**src/rtl/clk_mon_pkg.sv**
```systemverilog
// ---------------------------------------------------------------------------
// clk_mon_pkg
// Shared types for the divided-clock self-check.
//   mon_state_t : monitor state machine encoding (2 bits)
//     ST_IDLE    - monitoring disabled
//     ST_ARM     - waiting for the first mon_clk edge to start a period
//     ST_ACQUIRE - measuring periods and counting consecutive good ones
//     ST_LOCKED  - clock within tolerance; deviations now raise fault
// ---------------------------------------------------------------------------
package clk_mon_pkg;

    typedef enum logic [1:0] {
        ST_IDLE    = 2'd0,
        ST_ARM     = 2'd1,
        ST_ACQUIRE = 2'd2,
        ST_LOCKED  = 2'd3
    } mon_state_t;

endpackage

```
**src/rtl/sync_edge_det.sv**
```systemverilog
// ---------------------------------------------------------------------------
// sync_edge_det
// Two-flop synchronizer for an asynchronous level, followed by an edge flop
// and a registered rising-edge pulse.
// Ports:
//   clk        in  system clock
//   resetn     in  asynchronous active-low reset
//   async_in   in  asynchronous level input
//   rise_pulse out one-cycle pulse per detected rising edge, two cycles after
//                  async_in is first sampled high
// ---------------------------------------------------------------------------
module sync_edge_det (
    input  logic clk,
    input  logic resetn,
    input  logic async_in,
    output logic rise_pulse
);

    logic s1_reg;
    logic s2_reg;
    logic s3_reg;
    logic rise_reg;

    always_ff @(posedge clk or negedge resetn) begin
        if (!resetn) begin
            s1_reg   <= 1'b0;
            s2_reg   <= 1'b0;
            s3_reg   <= 1'b0;
            rise_reg <= 1'b0;
        end else begin
            s1_reg   <= async_in;
            s2_reg   <= s1_reg;
            s3_reg   <= s2_reg;
            rise_reg <= s2_reg & ~s3_reg;
        end
    end

    assign rise_pulse = rise_reg;

endmodule

```
**src/rtl/clk_ratio_monitor.sv**
```systemverilog
// ---------------------------------------------------------------------------
// clk_ratio_monitor
// Measures the period of a divided clock (mon_clk) in clk cycles, locks once
// LOCK_COUNT consecutive periods are within DIV_RATIO +/- TOL, and raises a
// sticky fault if a locked clock deviates or stops.
// Parameters:
//   DIV_RATIO  expected period in clk cycles (>= 2)
//   TOL        allowed absolute deviation in cycles
//   LOCK_COUNT consecutive good periods needed to lock (>= 1)
//   CNT_W      period counter width; DIV_RATIO+TOL < 2^CNT_W-1
// Ports:
//   clk, resetn   system clock, asynchronous active-low reset
//   mon_clk       monitored clock (asynchronous)
//   enable        monitoring enable
//   clear_fault   level clear for fault (a simultaneous set wins)
//   rise_pulse    one-cycle pulse per detected mon_clk rising edge
//   period        last measured period
//   period_valid  one-cycle pulse when period updates
//   locked        state == LOCKED
//   fault         sticky deviation/timeout-while-locked flag
// ---------------------------------------------------------------------------
module clk_ratio_monitor
    import clk_mon_pkg::*;
#(
    parameter int DIV_RATIO  = 4,
    parameter int TOL        = 0,
    parameter int LOCK_COUNT = 4,
    parameter int CNT_W      = 8
) (
    input  logic             clk,
    input  logic             resetn,
    input  logic             mon_clk,
    input  logic             enable,
    input  logic             clear_fault,
    output logic             rise_pulse,
    output logic [CNT_W-1:0] period,
    output logic             period_valid,
    output logic             locked,
    output logic             fault
);

    localparam int                GOOD_W      = $clog2(LOCK_COUNT + 1);
    localparam logic [CNT_W-1:0]  CNT_MAX     = '1;
    localparam logic [CNT_W:0]    RATIO_X     = (CNT_W+1)'(DIV_RATIO);
    localparam logic [CNT_W:0]    TOL_X       = (CNT_W+1)'(TOL);
    localparam logic [GOOD_W-1:0] LOCK_TARGET = GOOD_W'(LOCK_COUNT);

    mon_state_t        state_reg, state_next;
    logic [CNT_W-1:0]  cnt_reg;
    logic [CNT_W-1:0]  period_reg;
    logic              period_valid_reg;
    logic [GOOD_W-1:0] good_cnt_reg, good_cnt_next;
    logic              fault_reg;

    logic [CNT_W-1:0]  meas_period;
    logic [CNT_W:0]    meas_x;
    logic [CNT_W:0]    abs_diff;
    logic              period_good;
    logic              measuring;
    logic              timeout;
    logic              fault_set;
    logic [GOOD_W-1:0] good_inc;

    sync_edge_det u_sync (
        .clk        (clk),
        .resetn     (resetn),
        .async_in   (mon_clk),
        .rise_pulse (rise_pulse)
    );

    // Count is the number of full cycles since the last edge, so the period
    // is cnt+1; saturate so a stopped clock cannot wrap into a "good" value.
    assign meas_period = (cnt_reg == CNT_MAX) ? CNT_MAX : cnt_reg + 1'b1;

    // Widened by one bit so the absolute difference never wraps.
    assign meas_x      = {1'b0, meas_period};
    assign abs_diff    = (meas_x >= RATIO_X) ? (meas_x - RATIO_X) : (RATIO_X - meas_x);
    assign period_good = (abs_diff <= TOL_X);

    assign measuring = enable && rise_pulse &&
                       ((state_reg == ST_ACQUIRE) || (state_reg == ST_LOCKED));

    // An edge arriving in the saturation cycle counts as a (bad) measurement,
    // not a timeout, so the two never fire together.
    assign timeout   = enable && !rise_pulse && (cnt_reg == CNT_MAX) &&
                       ((state_reg == ST_ACQUIRE) || (state_reg == ST_LOCKED));

    assign good_inc  = good_cnt_reg + 1'b1;

    always_ff @(posedge clk or negedge resetn) begin
        if (!resetn) begin
            cnt_reg <= '0;
        end else if (!enable || rise_pulse) begin
            cnt_reg <= '0;
        end else if (cnt_reg != CNT_MAX) begin
            cnt_reg <= cnt_reg + 1'b1;
        end
    end

    always_ff @(posedge clk or negedge resetn) begin
        if (!resetn) begin
            period_reg       <= '0;
            period_valid_reg <= 1'b0;
        end else begin
            period_valid_reg <= measuring;
            if (measuring) begin
                period_reg <= meas_period;
            end
        end
    end

    always_ff @(posedge clk or negedge resetn) begin
        if (!resetn) begin
            state_reg    <= ST_IDLE;
            good_cnt_reg <= '0;
        end else begin
            state_reg    <= state_next;
            good_cnt_reg <= good_cnt_next;
        end
    end

    always_comb begin
        state_next    = state_reg;
        good_cnt_next = good_cnt_reg;
        fault_set     = 1'b0;
        if (!enable) begin
            state_next    = ST_IDLE;
            good_cnt_next = '0;
        end else begin
            case (state_reg)
                ST_IDLE: begin
                    state_next = ST_ARM;
                end
                ST_ARM: begin
                    // First edge only starts the counter; nothing to measure yet.
                    if (rise_pulse) begin
                        state_next    = ST_ACQUIRE;
                        good_cnt_next = '0;
                    end
                end
                ST_ACQUIRE: begin
                    if (measuring) begin
                        if (period_good) begin
                            good_cnt_next = good_inc;
                            if (good_inc == LOCK_TARGET) begin
                                state_next = ST_LOCKED;
                            end
                        end else begin
                            good_cnt_next = '0;
                        end
                    end else if (timeout) begin
                        state_next = ST_ARM;
                    end
                end
                ST_LOCKED: begin
                    if (measuring && !period_good) begin
                        fault_set     = 1'b1;
                        state_next    = ST_ACQUIRE;
                        good_cnt_next = '0;
                    end else if (timeout) begin
                        fault_set  = 1'b1;
                        state_next = ST_ARM;
                    end
                end
                default: begin
                    state_next    = ST_IDLE;
                    good_cnt_next = '0;
                end
            endcase
        end
    end

    // Held while disabled; a new fault takes priority over a clear request.
    always_ff @(posedge clk or negedge resetn) begin
        if (!resetn) begin
            fault_reg <= 1'b0;
        end else if (fault_set) begin
            fault_reg <= 1'b1;
        end else if (enable && clear_fault) begin
            fault_reg <= 1'b0;
        end
    end

    assign period       = period_reg;
    assign period_valid = period_valid_reg;
    assign locked       = (state_reg == ST_LOCKED);
    assign fault        = fault_reg;

endmodule

```
**config.mk**
```make
export PLATFORM = sky130hd
export DESIGN_NAME = clk_ratio_monitor
export DESIGN_NICKNAME = d
export VERILOG_FILES = /design/src/rtl/clk_mon_pkg.sv /design/src/rtl/sync_edge_det.sv /design/src/rtl/clk_ratio_monitor.sv
export SDC_FILE = /design/constraint.sdc
export NUM_CORES = 1
export LEC_CHECK = 0
export ABC_AREA = 0
export BUFFER_PORTS_ARGS = -buffer_cell sky130_fd_sc_hd__buf_2
export CORE_UTILIZATION = 50
export CTS_BUF_LIST = sky130_fd_sc_hd__clkbuf_8
export DETAILED_ROUTE_END_ITERATION = 10
export PLACE_DENSITY_LB_ADDON = 0.2
export SLEW_MARGIN = 0
export SYNTH_ARGS = -nofsm -noshare
export SYNTH_HDL_FRONTEND = slang
export SYNTH_SLANG_ARGS = --single-unit
```
**constraint.sdc**
```tcl
create_clock -name clk -period 2.9 [get_ports clk]
set_clock_uncertainty 0.1 [all_clocks]
set_input_delay 0.29 -clock clk [delete_from_list [all_inputs] [get_ports clk]]
set_output_delay 0.29 -clock clk [all_outputs]
set_load 0.005 [all_outputs]
```
==> impl_metrics.csv, run 1 <==
group,metric,value,unit
run_status,outcome,"finished clean",
timing,fin_ws,0.105,ns
pwr,peakVddDrop,330,uV
grt,antenna_found_initial,0,
layout,antennaDiodeCount,0,
yosys,syn_nets,196,
yosys,syn_area,0.00168,mm^2
setup_path,cp_slowest_cell,"dfrtp_1",
layout,final_layout_size_suffix_gt1_share,27.5,%
yosys,yosysSeqAreaShare,40.2,%
route,drt_iter0_drc,52,
cts,cts_root_buf,"clkbuf_8",
route,drt-wirelength-per-cell,14.8,um
route,drtAntennaViolNets,0,
setup_path,endpoint_kind,"flop",
floorplan,dieArea,0.00359,mm^2
yosys,ys_seq_elements,27,
cts,cts_made_buffers,3,
route,first_pass_iters,4,
floorplan,fp-row-count,20,
layout,final_util,63.3,%
timing,tightest_slew,0.588,ns
layout,area_growth,18.0,%
grt,grt.total_usage,24.0,%
place,place_worst_setup_slack,-0.00699,ns
yosys,syn_area_per_cell,9.28,um^2
yosys,synth_cell_type_count,51,
timing,slew_headroom,60.8,%
timing,finalSetupViolCount,0,
yosys,yosys_warnings,0,
setup_path,cp.required,2.96,ns
cts,htreeDepth,1,
place,routabilityCongestion,0.876,
layout,multiInputGateArea,950,um^2
route,vias,1427,
run,drv_cap,0,
yosys,async_reset_ff_share,100,%
floorplan,fp.dieW,60.0,um
timing,fin_crit,2.79,ns
setup_path,start_kind,"flop",
layout,seq_area,676,um^2
layout,fillers,270,
grt,overflow,0,
pwr,total_power,937,uW
setup_path,critPathArrivalTime,2.86,ns
worst_hold_path,hold_path.class,"in2reg",
cts,cts.sinks,27,
setup_path,cpMostUsedCell,"buf_4",
cts,clock_latency,0.28,ns
cts,cts_tree,"done",
route,vias_per_cell,5.69,
yosys,synthFlopType,"dfrtp_1",
route,routed_wl,3710,um
setup_path,crit_fanout,6,
grt,grt_pass1_wl,6360,um
setup_path,criticalPathCategory,"reg2reg",
layout,layout_commonest_cell,"dfrtp_1",
floorplan,num_io_pins,17,
layout,most-common-layout-cells,"dfrtp_1, nand2_1, buf_4",
place,portBuffers,16,
grt,grt_max_degree,28,
floorplan,die_h,60.0,um
layout,stdcell_area,0.00198,mm^2
yosys,syn_inst,181,
pwr,p_per_area,473,mW/mm^2
place,dpl_cell_area,0.00186,mm^2
setup_path,crit_path_max_incr_delay,0.42,ns
yosys,synth_edf_count,0,
timing,hold_viol_final,0,
cts,clockBufferDepth,2,
floorplan,initial_core_util,53.7,%
setup_path,path_cells,"ha_4 -> nand4_4 -> buf_4 -> nor2_1 -> nor2_2 -> buf_4 -> ha_1 -> nand3b_1 -> o221ai_1 -> a2111oi_1 -> a32oi_1 -> o31ai_4 -> nand2b_4 -> o21ai_1",
timing,fmax,358,MHz
floorplan,core,0.00313,mm^2
pwr,power.leakage,0.000954,uW
cts,path_clk_slew,0.09,ns
timing,slew_violations,0,
layout,nets,223,
timing,timing.final.crit_share,96.4,%
grt,grt_pass1_vias,1398,
place,hpwlAfterDp,2850,um
route,drc_errors,0,
## synth_stat cells, types with 2 or more instances
cell       count  area, um^2
o21ai_1        6        30.0
nor2b_1        2        12.5
clkbuf_1       6        22.5
a21o_1         2        15.0
o21a_1         2        15.0
and2_1         3        18.8
and3_4         2        22.5
a21oi_1        6        30.0
o21ai_0        9        45.0
o31ai_1        2        15.0
buf_2          4        20.0
xnor2_1        5        43.8
and4_1         2        17.5
nand2_1       21        78.8
dfrtp_1       27         676
or2_2          3        18.8
ha_1          10         125
a31oi_1        3        18.8
nand3_1        3        15.0
nand2b_1       5        31.3
nor2_1        18        67.6
inv_1          5        18.8
o211ai_1       3        22.5
buf_4          3        22.5
o2111ai_1      2        17.5
nand4_1        2        12.5
## critical path: cells and delay by family (launching register included)
| kind | cells | cell delay [ns] |
|---|---|---|
| compound gates | 5 | 0.92 |
| fa+ha+maj | 2 | 0.34 |
| buf+inv | 2 | 0.31 |
| flops | 1 | 0.42 |
| simple gates | 5 | 0.59 |
## metrics by stage
| stage | instances | hold WS [ns] | setup TNS [ns] |
|---|---|---|---|
| finish | 251 | 0.00904 | 0 |
| global route | 251 | 0.00701 | -0.00392 |
| CTS | 247 | 0.00567 | 0 |
| floorplan | 181 | -0.106 | 0 |
| detailed placement | 242 | 0.240 | -0.00699 |
| global placement | 242 | 0.227 | 0 |
## worst paths after layout
| check | startpoint | endpoint | slack, ns | cells after the start |
|---|---|---|---|---|
| hold reg to reg | u_sync.s1_reg | u_sync.s2_reg | 0.26 | 0 |
| max in group asynchronous | resetn | cnt_reg[7] | 1.87 | 2 |
| hold / removal | mon_clk | u_sync.s1_reg | 0.009 | 1 |
| setup / recovery | cnt_reg[0] | good_cnt_reg[2] | 0.11 | 14 |
| min in group asynchronous | resetn | good_cnt_reg[0] | 0.44 | 2 |
| setup reg to reg | cnt_reg[0] | good_cnt_reg[2] | 0.11 | 14 |
## routing by layer
metal	up-vias	global-route usage (%)	wire length (um)
li1	695	-	-
met1	684	33.2	1710
met2	41	38.4	1770
met3	7	3.03	162
met4	0	8.64	64
met5	-	0	0
## what timing repair did
action / in CTS / in global routing
gates cloned: 0 / 0
pin swaps: 0 / 5
buffers inserted: 0 / 4
resized for setup: 1 / 8
hold buffers: 1 / 0
setup endpoints to repair: 2 / 5
hold endpoints to repair: 27 / 0
## power by group
part           leakage, uW  switching (uW)  total [uW]  internal, uW
Clock            0.0000269             119         215          95.2
Sequential        0.000361            31.9         444           412
Combinational     0.000566             151         278           128
Total             0.000954             302         937           635
## logic make-up after synthesis
kind of cell	Yosys count	share of synthesized area [%]
AOI/OAI and AO/OA	49	21.7
xor gates and xnor gates	6	3.13
adders and majority gates	10	7.45
buffers and inverters	20	5.89
DFF	27	40.2
muxes	1	0.671
and+or+nand+nor	68	20.9
## final cells by class
class,count,share of cell area [%]
inverters,6,1.14
well taps,44,2.78
multi-input cells,134,47.9
clock inverters,1,0.190
clock buffers,3,2.08
flip-flops and latches,27,34.1
repair buffers,36,11.7
(Power assumes the default switching activity.)
==> inputs of run 2 (changes only) <==
- REMOVE_ABC_BUFFERS: not set -> 1
==> impl_metrics.csv, run 2 (synthesis results as in run 1) <==
group,metric,value,unit
route,vias,1436,
floorplan,dieArea,0.00359,mm^2
setup_path,endpoint_kind,"flop",
timing,finalSetupViolCount,0,
grt,antenna_found_initial,0,
floorplan,die_h,60.0,um
timing,timing.final.crit_share,96.6,%
setup_path,start_kind,"flop",
pwr,pwr-share-seq,47.7,%
pwr,pwr-share-clk,22.7,%
place,routabilityCongestion,0.835,
layout,most-common-layout-cells,"dfrtp_1, nand2_1, buf_4",
floorplan,fp-row-count,20,
cts,clock_latency,0.27,ns
setup_path,cpMostUsedCell,"xnor2_1",
place,dpl_cell_area,0.00187,mm^2
run_status,outcome,"finished clean",
setup_path,critPathArrivalTime,2.87,ns
pwr,power.leakage,0.000946,uW
route,drt-wirelength-per-cell,15.6,um
pwr,comb_power_share,29.6,%
grt,grt_pass1_wl,6310,um
route,routed_wl,3900,um
layout,multiInputGateArea,941,um^2
setup_path,crit_path_max_incr_delay,0.42,ns
pwr,p_int,632,uW
run,drv_cap,0,
layout,fillers,278,
timing,slew_headroom,61.8,%
layout,seq_area,676,um^2
cts,clockBufferDepth,2,
floorplan,num_io_pins,17,
timing,fin_crit,2.80,ns
place,portBuffers,16,
timing,timing.setup.tns,0,ns
layout,final_util,62.8,%
layout,stdcell_area,0.00196,mm^2
setup_path,path_cells,"ha_4 -> buf_4 -> xnor2_1 -> and2_4 -> ha_1 -> xor2_1 -> xnor2_1 -> o211ai_1 -> and4_1 -> o31ai_4 -> nand2b_4 -> o21ai_1",
floorplan,fp.dieW,60.0,um
timing,timing.hold.ws,0.0139,ns
timing,hold_viol_final,0,
layout,area_growth,17.0,%
floorplan,initial_core_util,53.7,%
route,vias_per_cell,5.74,
cts,cts_made_buffers,3,
pwr,total_power,929,uW
setup_path,cp.required,2.96,ns
route,drc_errors,0,
pwr,switching_share,32.1,%
setup_path,criticalPathCategory,"reg2reg",
timing,slew_violations,0,
worst_hold_path,hold_path.class,"in2reg",
layout,nets,222,
pwr,p_per_area,473,mW/mm^2
route,drtAntennaViolNets,0,
route,first_pass_iters,4,
cts,cts.sinks,27,
floorplan,core,0.00313,mm^2
layout,antennaDiodeCount,0,
cts,cts_tree,"done",
timing,tightest_slew,0.573,ns
route,drt_iter0_drc,91,
cts,cts_root_buf,"clkbuf_8",
pwr,peakVddDrop,322,uV
layout,final_layout_size_suffix_gt1_share,26.7,%
cts,htreeDepth,1,
setup_path,cp_slowest_cell,"dfrtp_1",
grt,grt_max_degree,28,
cts,path_clk_slew,0.09,ns
setup_path,crit_fanout,7,
timing,fmax,357,MHz
layout,layout_commonest_cell,"dfrtp_1",
grt,overflow,0,
pwr,p_switching,298,uW
place,hpwlAfterDp,2850,um
grt,grt.total_usage,24.3,%
grt,grt_pass1_vias,1397,
run 2: cell types whose count changed in the layout (fill, tap and decap cells not counted), sizes merged:
cell,change
buf,-1
run 2: routing by layer:
metal | wire, um | vias up | GRT usage [%] | part of all wire [%]
met3 | 194 | 5 | 2.60 | 5.0
met4 | 60 | 0 | 13.0 | 1.5
met5 | 0 | - | 0 | 0
li1 | - | 690 | - | -
met1 | 1860 | 697 | 34.9 | 48
met2 | 1790 | 44 | 36.0 | 46
run 2: final cells by class:
type,count,share of cell area [%]
Clock inverter,1,0.191
Multi-Input combinational cell,134,47.9
Inverter,6,1.15
Sequential cell,27,34.4
Timing Repair Buffer,35,11.5
Clock buffer,3,2.10
Tap cell,44,2.80
run 2: critical path: cells and delay by family, from the launching register on:
family	cells	cell delay, ns
fa+ha+maj	2	0.33
buf+inv	1	0.15
simple gates	3	0.64
compound gates	3	0.51
flops	1	0.42
xor+xnor	3	0.53
run 2: repair_timing:
item | in CTS | in global routing
hold buffers | 1 | 0
setup buffers | 0 | 1
hold endpoints to repair | 27 | 0
endpoints found under the setup margin | 0 | 3
gates resized for setup | 0 | 7
run 2: power groups by stage:
stage	combinational [uW]	clock [uW]	sequential, uW
final	276	211	443
after global routing	306	226	447
after CTS	264	217	442
after detailed placement	262	0	449
after global placement	255	0	447
after floorplan	176	0	450
run 2: final timing paths:
path | cells past startpoint | endpoint | slack (ns) | startpoint
min in group asynchronous | 2 | cnt_reg[6] | 0.45 | resetn
max | 12 | good_cnt_reg[2] | 0.1 | cnt_reg[0]
max in group asynchronous | 2 | state_reg[1] | 1.87 | resetn
min | 1 | u_sync.s1_reg | 0.01 | mon_clk
min reg2reg | 0 | u_sync.s2_reg | 0.26 | u_sync.s1_reg
max reg2reg | 12 | good_cnt_reg[2] | 0.1 | cnt_reg[0]
run 2: stage by stage:
step           std cells  worst slack [ns]
2_1_floorplan        167            -0.164
3_3_place_gp         244             0.177
3_5_place_dp         244             0.117
4_1_cts              249             0.100
5_1_grt              250           -0.0313
6_report             250            0.0991
